**src/rtl/regfile_wb_arbiter_if.sv**
```systemverilog
// Writeback bus between the result-producing units and the register-file
// write port.
//
// Signals:
//   req_valid  per-requester write request
//   req_ready  per-requester accept, combinational from the arbiter
//   req_addr   flattened destination addresses, requester i at [i*ADDR_W +: ADDR_W]
//   req_data   flattened write data, requester i at [i*DATA_W +: DATA_W]
//   rf_wen     register-file write enable (registered)
//   rf_waddr   register-file write address (registered)
//   rf_wdata   register-file write data (registered)
//
// Modports:
//   master  the requester / register-file side (drives requests)
//   slave   the arbiter (accepts requests, drives the write port)
interface regfile_wb_arbiter_if #(
  parameter int NREQ   = 2,
  parameter int ADDR_W = 5,
  parameter int DATA_W = 64
);
  logic [NREQ-1:0]        req_valid;
  logic [NREQ-1:0]        req_ready;
  logic [NREQ*ADDR_W-1:0] req_addr;
  logic [NREQ*DATA_W-1:0] req_data;
  logic                   rf_wen;
  logic [ADDR_W-1:0]      rf_waddr;
  logic [DATA_W-1:0]      rf_wdata;

  modport master (
    output req_valid, req_addr, req_data,
    input  req_ready, rf_wen, rf_waddr, rf_wdata
  );

  modport slave (
    input  req_valid, req_addr, req_data,
    output req_ready, rf_wen, rf_waddr, rf_wdata
  );
endinterface

```
**src/rtl/regfile_wb_arbiter.sv**
```systemverilog
// Round-robin arbiter sharing the single register-file write port between
// NREQ writeback requesters (e.g. ALU and LSU result paths).
//
// After reset release the block stays in HOLD for exactly two rising edges
// (no grants) so no write can land on a register that is still being
// reset. In ARB the requester found first when scanning from the round-robin
// pointer wins; its write is registered and appears on the write port one
// cycle after acceptance. Writes to x0 are accepted but the write enable is
// suppressed. A saturating counter records cycles with contention.
//
// Ports:
//   clk       clock, rising edge
//   rst       asynchronous active-low reset (0 = reset)
//   bus       writeback interface, slave modport (requests in, write port out)
//   grant_id  index of the last accepted requester (registered)
//   busy_cnt  saturating count of ARB cycles with >= 2 valid requesters
module regfile_wb_arbiter #(
  parameter int NREQ   = 2,
  parameter int ADDR_W = 5,
  parameter int DATA_W = 64,
  parameter int CNT_W  = 16,
  localparam int IDW   = (NREQ > 1) ? $clog2(NREQ) : 1
) (
  input  logic                  clk,
  input  logic                  rst,
  regfile_wb_arbiter_if.slave   bus,
  output logic [IDW-1:0]        grant_id,
  output logic [CNT_W-1:0]      busy_cnt
);

  localparam logic [IDW:0] NREQ_W = (IDW+1)'(NREQ);

  typedef enum logic {
    HOLD = 1'b0,
    ARB  = 1'b1
  } state_t;

  state_t      state;
  state_t      state_nxt;
  logic [1:0]  hold_cnt;
  logic [1:0]  hold_nxt;

  logic [IDW-1:0]    ptr;
  logic [IDW-1:0]    ptr_nxt;
  logic [NREQ-1:0]   rot_p0;
  logic              found_p0;
  logic [IDW:0]      off_p0;
  logic [IDW:0]      sum_p0;
  logic [IDW:0]      inc_p0;
  logic [IDW-1:0]    win_p0;
  logic [NREQ-1:0]   ready_p0;
  logic              xfer_p0;
  logic [ADDR_W-1:0] addr_p0;
  logic [DATA_W-1:0] data_p0;
  logic [2:0]        pop_p0;
  logic              multi_p0;

  logic              vld_p1;
  logic [ADDR_W-1:0] addr_p1;
  logic [DATA_W-1:0] data_p1;
  logic [IDW-1:0]    grant_p1;
  logic [CNT_W-1:0]  busy_q;

  // Saturating increment: sticks at all-ones instead of wrapping.
  function automatic logic [CNT_W-1:0] sat_inc(input logic [CNT_W-1:0] v);
    return (&v) ? v : v + CNT_W'(1);
  endfunction

  // FSM: state register
  always_ff @(posedge clk or negedge rst) begin
    if (!rst) begin
      state    <= HOLD;
      hold_cnt <= 2'd2;
    end else begin
      state    <= state_nxt;
      hold_cnt <= hold_nxt;
    end
  end

  // FSM: next state. HOLD counts down from 2 and hands over to ARB on the
  // edge that takes the counter to 0.
  always_comb begin
    state_nxt = state;
    hold_nxt  = hold_cnt;
    if (state == HOLD) begin
      hold_nxt = hold_cnt - 2'd1;
      if (hold_cnt <= 2'd1) begin
        hold_nxt  = 2'd0;
        state_nxt = ARB;
      end
    end
  end

  // stage p0: round-robin grant selection
  // The valid vector is rotated so that bit 0 corresponds to ptr; the lowest
  // set bit of the rotated vector is the winner, offset back by ptr.
  always_comb begin
    rot_p0   = NREQ'({bus.req_valid, bus.req_valid} >> ptr);
    found_p0 = 1'b0;
    off_p0   = '0;
    for (int k = NREQ - 1; k >= 0; k--) begin
      if (rot_p0[k]) begin
        found_p0 = 1'b1;
        off_p0   = (IDW+1)'(k);
      end
    end
    sum_p0 = {1'b0, ptr} + off_p0;
    if (sum_p0 >= NREQ_W) begin
      sum_p0 = sum_p0 - NREQ_W;
    end
    win_p0 = sum_p0[IDW-1:0];

    inc_p0 = {1'b0, win_p0} + (IDW+1)'(1);
    if (inc_p0 >= NREQ_W) begin
      inc_p0 = '0;
    end
    ptr_nxt = inc_p0[IDW-1:0];
  end

  // FSM: outputs. Ready is one-hot on the winner in ARB only; it depends on
  // req_valid but never on address or data.
  always_comb begin
    ready_p0 = '0;
    if (state == ARB && found_p0) begin
      for (int i = 0; i < NREQ; i++) begin
        ready_p0[i] = (win_p0 == IDW'(i));
      end
    end
  end

  assign xfer_p0 = |(ready_p0 & bus.req_valid);

  // Winner's address/data mux.
  always_comb begin
    addr_p0 = '0;
    data_p0 = '0;
    for (int i = 0; i < NREQ; i++) begin
      if (win_p0 == IDW'(i)) begin
        addr_p0 = bus.req_addr[i*ADDR_W +: ADDR_W];
        data_p0 = bus.req_data[i*DATA_W +: DATA_W];
      end
    end
  end

  // Contention detect: two or more requesters valid in the same cycle.
  always_comb begin
    pop_p0 = '0;
    for (int i = 0; i < NREQ; i++) begin
      pop_p0 = pop_p0 + {2'b00, bus.req_valid[i]};
    end
    multi_p0 = (pop_p0 >= 3'd2);
  end

  // stage p1: registered write port, grant record, pointer and counter.
  // Reset clears the write port too, so an accepted-but-unwritten transfer
  // is dropped the moment rst falls.
  always_ff @(posedge clk or negedge rst) begin
    if (!rst) begin
      vld_p1   <= 1'b0;
      addr_p1  <= '0;
      data_p1  <= '0;
      grant_p1 <= '0;
      ptr      <= '0;
      busy_q   <= '0;
    end else begin
      vld_p1 <= xfer_p0 && (addr_p0 != '0);
      if (xfer_p0) begin
        addr_p1  <= addr_p0;
        data_p1  <= data_p0;
        grant_p1 <= win_p0;
        ptr      <= ptr_nxt;
      end
      if (state == ARB && multi_p0) begin
        busy_q <= sat_inc(busy_q);
      end
    end
  end

  assign bus.req_ready = ready_p0;
  assign bus.rf_wen    = vld_p1;
  assign bus.rf_waddr  = addr_p1;
  assign bus.rf_wdata  = data_p1;
  assign grant_id      = grant_p1;
  assign busy_cnt      = busy_q;

endmodule

```
**src/flat_wrapper.sv**
```systemverilog
// flat-port wrapper written by rule: the top's interface ports become plain ports
module regfile_wb_arbiter_flat 
#(
  parameter int NREQ   = 2,
  parameter int ADDR_W = 5,
  parameter int DATA_W = 64,
  parameter int CNT_W  = 16,
  localparam int IDW   = (NREQ > 1) ? $clog2(NREQ) : 1
)
  (clk, rst, grant_id, busy_cnt, bus_req_valid, bus_req_addr, bus_req_data, bus_req_ready, bus_rf_wen, bus_rf_waddr, bus_rf_wdata);
  regfile_wb_arbiter_if #(.NREQ(NREQ), .ADDR_W(ADDR_W), .DATA_W(DATA_W)) bus_i ();
  input  logic clk;
  input  logic rst;
  output logic [IDW-1:0] grant_id;
  output logic [CNT_W-1:0] busy_cnt;
  input wire logic [$bits(bus_i.req_valid)-1:0] bus_req_valid;
  input wire logic [$bits(bus_i.req_addr)-1:0] bus_req_addr;
  input wire logic [$bits(bus_i.req_data)-1:0] bus_req_data;
  output wire logic [$bits(bus_i.req_ready)-1:0] bus_req_ready;
  output wire logic [$bits(bus_i.rf_wen)-1:0] bus_rf_wen;
  output wire logic [$bits(bus_i.rf_waddr)-1:0] bus_rf_waddr;
  output wire logic [$bits(bus_i.rf_wdata)-1:0] bus_rf_wdata;
  assign bus_i.req_valid = bus_req_valid;
  assign bus_i.req_addr = bus_req_addr;
  assign bus_i.req_data = bus_req_data;
  assign bus_req_ready = bus_i.req_ready;
  assign bus_rf_wen = bus_i.rf_wen;
  assign bus_rf_waddr = bus_i.rf_waddr;
  assign bus_rf_wdata = bus_i.rf_wdata;
  regfile_wb_arbiter #(.NREQ(NREQ), .ADDR_W(ADDR_W), .DATA_W(DATA_W), .CNT_W(CNT_W)) u_core (.clk(clk), .rst(rst), .bus(bus_i), .grant_id(grant_id), .busy_cnt(busy_cnt));
endmodule
```
**config.mk**
```make
export PLATFORM = sky130hd
export DESIGN_NAME = regfile_wb_arbiter_flat
export DESIGN_NICKNAME = d
export VERILOG_FILES = /design/src/rtl/regfile_wb_arbiter_if.sv /design/src/rtl/regfile_wb_arbiter.sv /design/src/flat_wrapper.sv
export SDC_FILE = /design/constraint.sdc
export NUM_CORES = 1
export LEC_CHECK = 0
export ABC_AREA = 1
export CORE_MARGIN = 4
export CORE_UTILIZATION = 40
export CTS_BUF_LIST = sky130_fd_sc_hd__clkbuf_4 sky130_fd_sc_hd__clkbuf_8
export DETAILED_ROUTE_END_ITERATION = 7
export PLACE_DENSITY = 0.79
export SYNTH_ARGS = -nofsm -noshare
export SYNTH_HDL_FRONTEND = slang
export SYNTH_SLANG_ARGS = --single-unit
```
**constraint.sdc**
```tcl
create_clock -name clk -period 1.6 [get_ports clk]
set_input_delay 0.32 -clock clk [delete_from_list [all_inputs] [get_ports clk]]
set_output_delay 0.32 -clock clk [all_outputs]
set_load 0.03 [all_outputs]
```
==> results of run 1 <==
## report_power, final
part	leakage [nW]	switching [W]	internal (W)	total [W]
Sequential	1.11	0.000235	0.00264	0.00288
Clock	0.106	0.000783	0.000911	0.00169
Combinational	2.17	0.00148	0.00101	0.00249
Total	3.38	0.00250	0.00457	0.00707
## state kept, by name, indices dropped and copies added (netlist names)
| signal | count |
|---|---|
| u_core.ptr | 1 |
| u_core.hold_cnt | 2 |
| u_core.bus.rf_waddr | 5 |
| u_core.busy_cnt | 16 |
| u_core.state | 1 |
| u_core.grant_id | 1 |
| u_core.bus.rf_wdata | 64 |
| u_core.bus.rf_wen | 1 |
## kinds of logic after synthesis
family / synth area share [%]
xor gates and xnor gates: 2.290
buffers and inverters: 5.917
adders and majority gates: 0.2973
AOI/OAI and AO/OA: 14.78
and+or+nand+nor: 22.57
DFF: 54.15
## through the flow
stage               total power (W)   TNS, ns  cells  hold WS [ns]  util (%)
floorplan                  0.004273         0    473       0.02441         -
global placement           0.005588    -18.50    838        0.3106     65.78
detailed placement         0.005662    -20.96    838        0.3113     65.78
CTS                        0.007135         0    857        0.4721     67.15
global route               0.007444  -0.07660    860        0.4877     67.57
finish                     0.007066         0    860        0.4688     67.57
## worst max-delay path, stage by stage (launching register included)
cell     delay [ns]
dfrtp_2        0.44
o21ai_4        0.10
inv_1          0.11
nand2_4        0.09
inv_4          0.04
buf_6          0.13
## area by class of cell
type	count	area, µm²	share of cell area [%]
Clock buffer	11	138.9	2.000
Clock inverter	4	76.32	1.099
Inverter	23	88.84	1.279
Multi-Input combinational cell	335	1700	24.49
Sequential cell	91	2283	32.88
Tap cell	136	170.2	2.450
Timing Repair Buffer	260	2486	35.80
## worst max path at each step
| stage | from | to | cells past startpoint |
|---|---|---|---|
| final | u_core.state$_DFF_PN0_ | bus_req_ready[0] | 5 |
| after detailed placement | bus_req_valid[0] | u_core.bus.rf_waddr[1]$_DFFE_PN0P_ | 4 |
| after CTS | u_core.state$_DFF_PN0_ | bus_req_ready[0] | 5 |
| after floorplan | u_core.busy_cnt[1]$_DFFE_PN0P_ | u_core.busy_cnt[11]$_DFFE_PN0P_ | 8 |
| after global placement | bus_req_valid[0] | u_core.bus.rf_wdata[0]$_DFFE_PN0P_ | 5 |
| after global routing | u_core.ptr$_DFFE_PN0P_ | bus_req_ready[0] | 6 |
## metal layers
metal / track usage [%] / vias up / part of all wire, %
met4: 9.360 / 0 / 3.8
li1: - / 2048 / -
met1: 23.21 / 2042 / 37
met2: 39.89 / 184 / 51
met5: 0 / - / 0
met3: 6.301 / 38 / 7.8
## layout by cell type (no fill, tap or decap), drive strengths merged
cell type,synthesis,routed
clkinvlp,0,1
ha,1,1
bufinv,0,2
o21a,2,2
dfstp,1,1
nor2,19,19
buf,22,32
xor2,2,2
clkbuf,2,13
nand3b,1,1
nand4,2,2
dfrtp,90,90
clkinv,0,1
a22oi,64,64
xnor2,9,9
clkdlybuf4s50,0,138
nand3,11,11
dlygate4sd3,0,1
o21ai,20,20
inv,23,23
dlygate4sd2,0,87
nand2,204,204
## what timing repair did
action | CTS | global route
setup buffers | 3 | 3
hold endpoints to repair | 32 | 0
endpoints found under the setup margin | 89 | 11
gates resized for setup | 91 | 10
pin swaps | 2 | 6
hold buffers | 1 | 0
==> reports/metrics.yaml, run 1 <==
run_status:
  outcome: "finished clean"
yosys:
  yosysMostFrequentCell: "nand2_1"
  synth_commonest_cells: "nand2_1, dfrtp_1, a22oi_1, inv_1, nor2_1"
  synth_area_mm2: 0.004208
  synth-seq-area-share_pct: 54.15
  synthTopCellsByArea: "dfrtp_1, nand2_1, a22oi_1"
  yosysUniqueCellTypes: 26
  syn-mean-instance-area_um2: 8.896
  synth_edf_count: 0
  synth_nets: 616
  yosys_warnings: 0
  ys_ff_latch: 91
  yosys.area.top_type_share_pct: 53.52
  synthArstFlopShare_pct: 100.0
  synth_area_leader_cell: "dfrtp_1"
  synthFlopType: "dfrtp_1"
  syn_inst: 473
pwr:
  power_density_mw_per_mm2: 1018
  leakagePower_nw: 3.384
  peakVddDrop_v: 0.0005259
detailed_routing:
  routedWlPerCell_um: 15.81
  first_iter_violations: 150
  drt-pass1-iter-count: 5
  vias: 4312
  via_per_inst: 5.014
  ant_nets: 0
  drc: 0
  routed_wl_mm: 13.59
finish:
  n_fill_cell: 864
  fin_area_mm2: 0.006944
  fin_nets: 863
  drive_above_1_share_pct: 10.08
  syn_to_final_growth_pct: 65.03
  antennaDiodeCount: 0
hold_path:
  hold_class: "in -> async"
cts:
  insertion_delay_ns: 0.35
  cts_tree: "yes"
  cts_buffers: 9
  cts_sinks: 91
  root_buffer: "clkbuf_8"
  cts.clk_slew.worst_paths_ns: 0.09
  htree_num_levels: 3
  cts_max_path_buffers: 2
placement:
  hpwl_mm: 10.41
  placed_cell_area_mm2: 0.006760
  io_buffers: 230
  place_ws_ns: -0.3187
  gp_congestion: 0.8879
timing:
  period_share_pct: 98.61
  max_freq_mhz: 633.8
  max-slew-margin-rel_pct: 65.07
  skew_ns: 0.01334
  final.setup.worst_slack_ns: 0.02217
  hold_viol_final: 0
  setup_violations: 0
  rsz0062_at_grt: "true"
  drv_slew: 0
  worst_pin_slew_ns: 0.5240
  min_period_ns: 1.578
setup_path:
  worstReg2RegEnd: "u_core.busy_cnt[13]$_DFFE_PN0P_"
  rrSetupSlack_ns: 0.07
  rr_startpoint: "u_core.busy_cnt[1]$_DFFE_PN0P_"
  critPathKind: "reg -> out"
  cp-end-kind: "output port"
  startpoint_type: "flop"
  crit_arrival_ns: 1.26
  reg2reg_depth: 8
  cp.required_ns: 1.28
  crit_fanout: 4
global_route:
  grt-ovfl-total: 0
  track_usage_pct: 21.81
  antenna_found_initial: 0
  grt_max_degree: 49
  grt_pass1_wl_mm: 21.78
  grt_pass1_vias: 4487
floorplan:
  num_io_pins: 231
  die_w_um: 110.6
  core_mm2: 0.01028
  initial_core_util_pct: 40.94
  die-area_mm2: 0.01222
  die_h_um: 110.6
  fp-row-count: 37
run:
  cap_violations: 0
Power figures use the tool's default switching activity.
==> inputs of run 2 (changes only) <==
--- a/config.mk
+++ b/config.mk
@@ -6,11 +6,13 @@
 export NUM_CORES = 1
 export LEC_CHECK = 0
 export ABC_AREA = 1
+export CAP_MARGIN = 20
 export CORE_MARGIN = 4
 export CORE_UTILIZATION = 40
 export CTS_BUF_LIST = sky130_fd_sc_hd__clkbuf_4 sky130_fd_sc_hd__clkbuf_8
 export DETAILED_ROUTE_END_ITERATION = 7
 export PLACE_DENSITY = 0.79
+export SKIP_CTS_REPAIR_TIMING = 1
 export SYNTH_ARGS = -nofsm -noshare
 export SYNTH_HDL_FRONTEND = slang
 export SYNTH_SLANG_ARGS = --single-unit
==> reports/metrics.yaml, run 2 (synthesis gave the netlist of run 1 again) <==
cts:
  insertion_delay_ns: 0.35
  root_buffer: "clkbuf_8"
  cts_sinks: 91
  htree_num_levels: 3
  cts.clk_slew.worst_paths_ns: 0.08
  cts_tree: "yes"
  cts_max_path_buffers: 2
  cts_buffers: 9
global_route:
  antenna_found_initial: 0
  grt_pass1_vias: 4460
  grt_max_degree: 49
  grt_pass1_wl_mm: 21.66
  track_usage_pct: 21.69
  grt-ovfl-total: 0
floorplan:
  core_mm2: 0.01028
  die_h_um: 110.6
  num_io_pins: 231
  die_w_um: 110.6
  initial_core_util_pct: 40.94
  die-area_mm2: 0.01222
  fp-row-count: 37
setup_path:
  crit_fanout: 7
  crit_arrival_ns: 1.34
  startpoint_type: "flop"
  reg2reg_depth: 8
  critPathKind: "reg -> out"
  cp-end-kind: "output port"
  cp.required_ns: 1.28
pwr:
  power.switching_w: 0.002512
  finalPower_w: 0.007279
  power_density_mw_per_mm2: 1002
  peakVddDrop_v: 0.0005629
  swShare_pct: 34.52
  power_frac_seq_pct: 39.6
  leakagePower_nw: 4.212
  clkPwrFrac_pct: 23.3
  p_int_w: 0.004766
  p_comb_share_pct: 37.2
finish:
  fin_area_mm2: 0.007267
  n_fill_cell: 787
  largest_reg_flops: 64
  syn_to_final_growth_pct: 72.70
  fin_nets: 861
  drive_above_1_share_pct: 9.280
  most-common-layout-cells: "nand2_1, clkdlybuf4s50_1, dlymetal6s2s_1, dfrtp_1, a22oi_1"
  antennaDiodeCount: 0
  mostFrequentLayoutCell: "nand2_1"
placement:
  gp_congestion: 0.8879
  io_buffers: 230
  placed_cell_area_mm2: 0.006760
  hpwl_mm: 10.41
timing:
  setup_violations: 1
  worst_pin_slew_ns: 0.5276
  setup_tns_ns: -0.06433
  min_period_ns: 1.664
  max-slew-margin-rel_pct: 64.83
  holdWs_ns: 0.4689
  drv_slew: 0
  period_share_pct: 104.0
  rsz0062_at_grt: "true"
  skew_ns: 0.01393
  final.setup.worst_slack_ns: -0.06433
  max_freq_mhz: 600.8
  hold_viol_final: 0
detailed_routing:
  routedWlPerCell_um: 16.27
  routed_wl_mm: 13.96
  first_iter_violations: 201
  drc: 0
  vias: 4324
  ant_nets: 0
  via_per_inst: 5.040
  drt-pass1-iter-count: 4
run_status:
  violations: "negative setup slack"
  outcome: "finished with violations"
hold_path:
  hold_class: "reg -> reg"
  hold_depth: 1
run:
  cap_violations: 0
[run 2: worst paths after layout]
check / start / to / slack, ns
worst max register to register: u_core.busy_cnt[1]$_DFFE_PN0P_ / u_core.busy_cnt[3]$_DFFE_PN0P_ / 0.08
max in group asynchronous: rst / u_core.bus.rf_waddr[1]$_DFFE_PN0P_ / 0.58
worst max-delay path: u_core.state$_DFF_PN0_ / bus_req_ready[0] / -0.06
min in group asynchronous: rst / u_core.busy_cnt[2]$_DFFE_PN0P_ / 0.48
worst min register to register: u_core.hold_cnt[1]$_DFFE_PN1N_ / u_core.hold_cnt[1]$_DFFE_PN1N_ / 0.47
worst min-delay path: u_core.hold_cnt[1]$_DFFE_PN1N_ / u_core.hold_cnt[1]$_DFFE_PN1N_ / 0.47
[run 2: final cells by class]
type | count | area [µm²] | share of cell area [%]
Clock inverter | 4 | 76.32 | 1.050
Sequential cell | 91 | 2282 | 31.40
Tap cell | 136 | 170.2 | 2.342
Inverter | 23 | 91.34 | 1.257
Timing Repair Buffer | 258 | 2813 | 38.71
Clock buffer | 11 | 138.9 | 1.911
Multi-Input combinational cell | 335 | 1695 | 23.33
[run 2: per-stage QoR]
step | instances | util [%] | setup slack (ns)
6_report | 858 | 70.71 | -0.06433
3_5_place_dp | 838 | 65.78 | -0.3187
5_1_grt | 858 | 70.71 | -0.1371
2_1_floorplan | 473 | - | 0.02740
4_1_cts | 853 | 67.87 | -0.2844
3_3_place_gp | 838 | 65.78 | -0.2569
[run 2: per-layer routing]
layer	global-route usage, %	part of all wire (%)	vias to the layer above
met2	39.64	52	197
met3	6.192	7.8	32
met4	9.278	3.2	0
met1	23.18	37	2053
met5	0	0	-
li1	-	-	2042
[run 2: power by group through the flow]
stage | logic [W] | clock network (W) | registers [W]
after detailed placement | 0.00273 | 0 | 0.00294
after global placement | 0.00267 | 0 | 0.00292
final | 0.00270 | 0.00169 | 0.00288
after CTS | 0.00273 | 0.00175 | 0.00290
after global routing | 0.00289 | 0.00183 | 0.00293
after floorplan | 0.000677 | 0 | 0.00360
[run 2: worst max-delay path: stages, from the launching register on]
cell and delay [ns]:
dfrtp_2 0.47, o21ai_4 0.11, inv_1 0.09, nand2_2 0.10, clkinv_4 0.09, buf_6 0.15
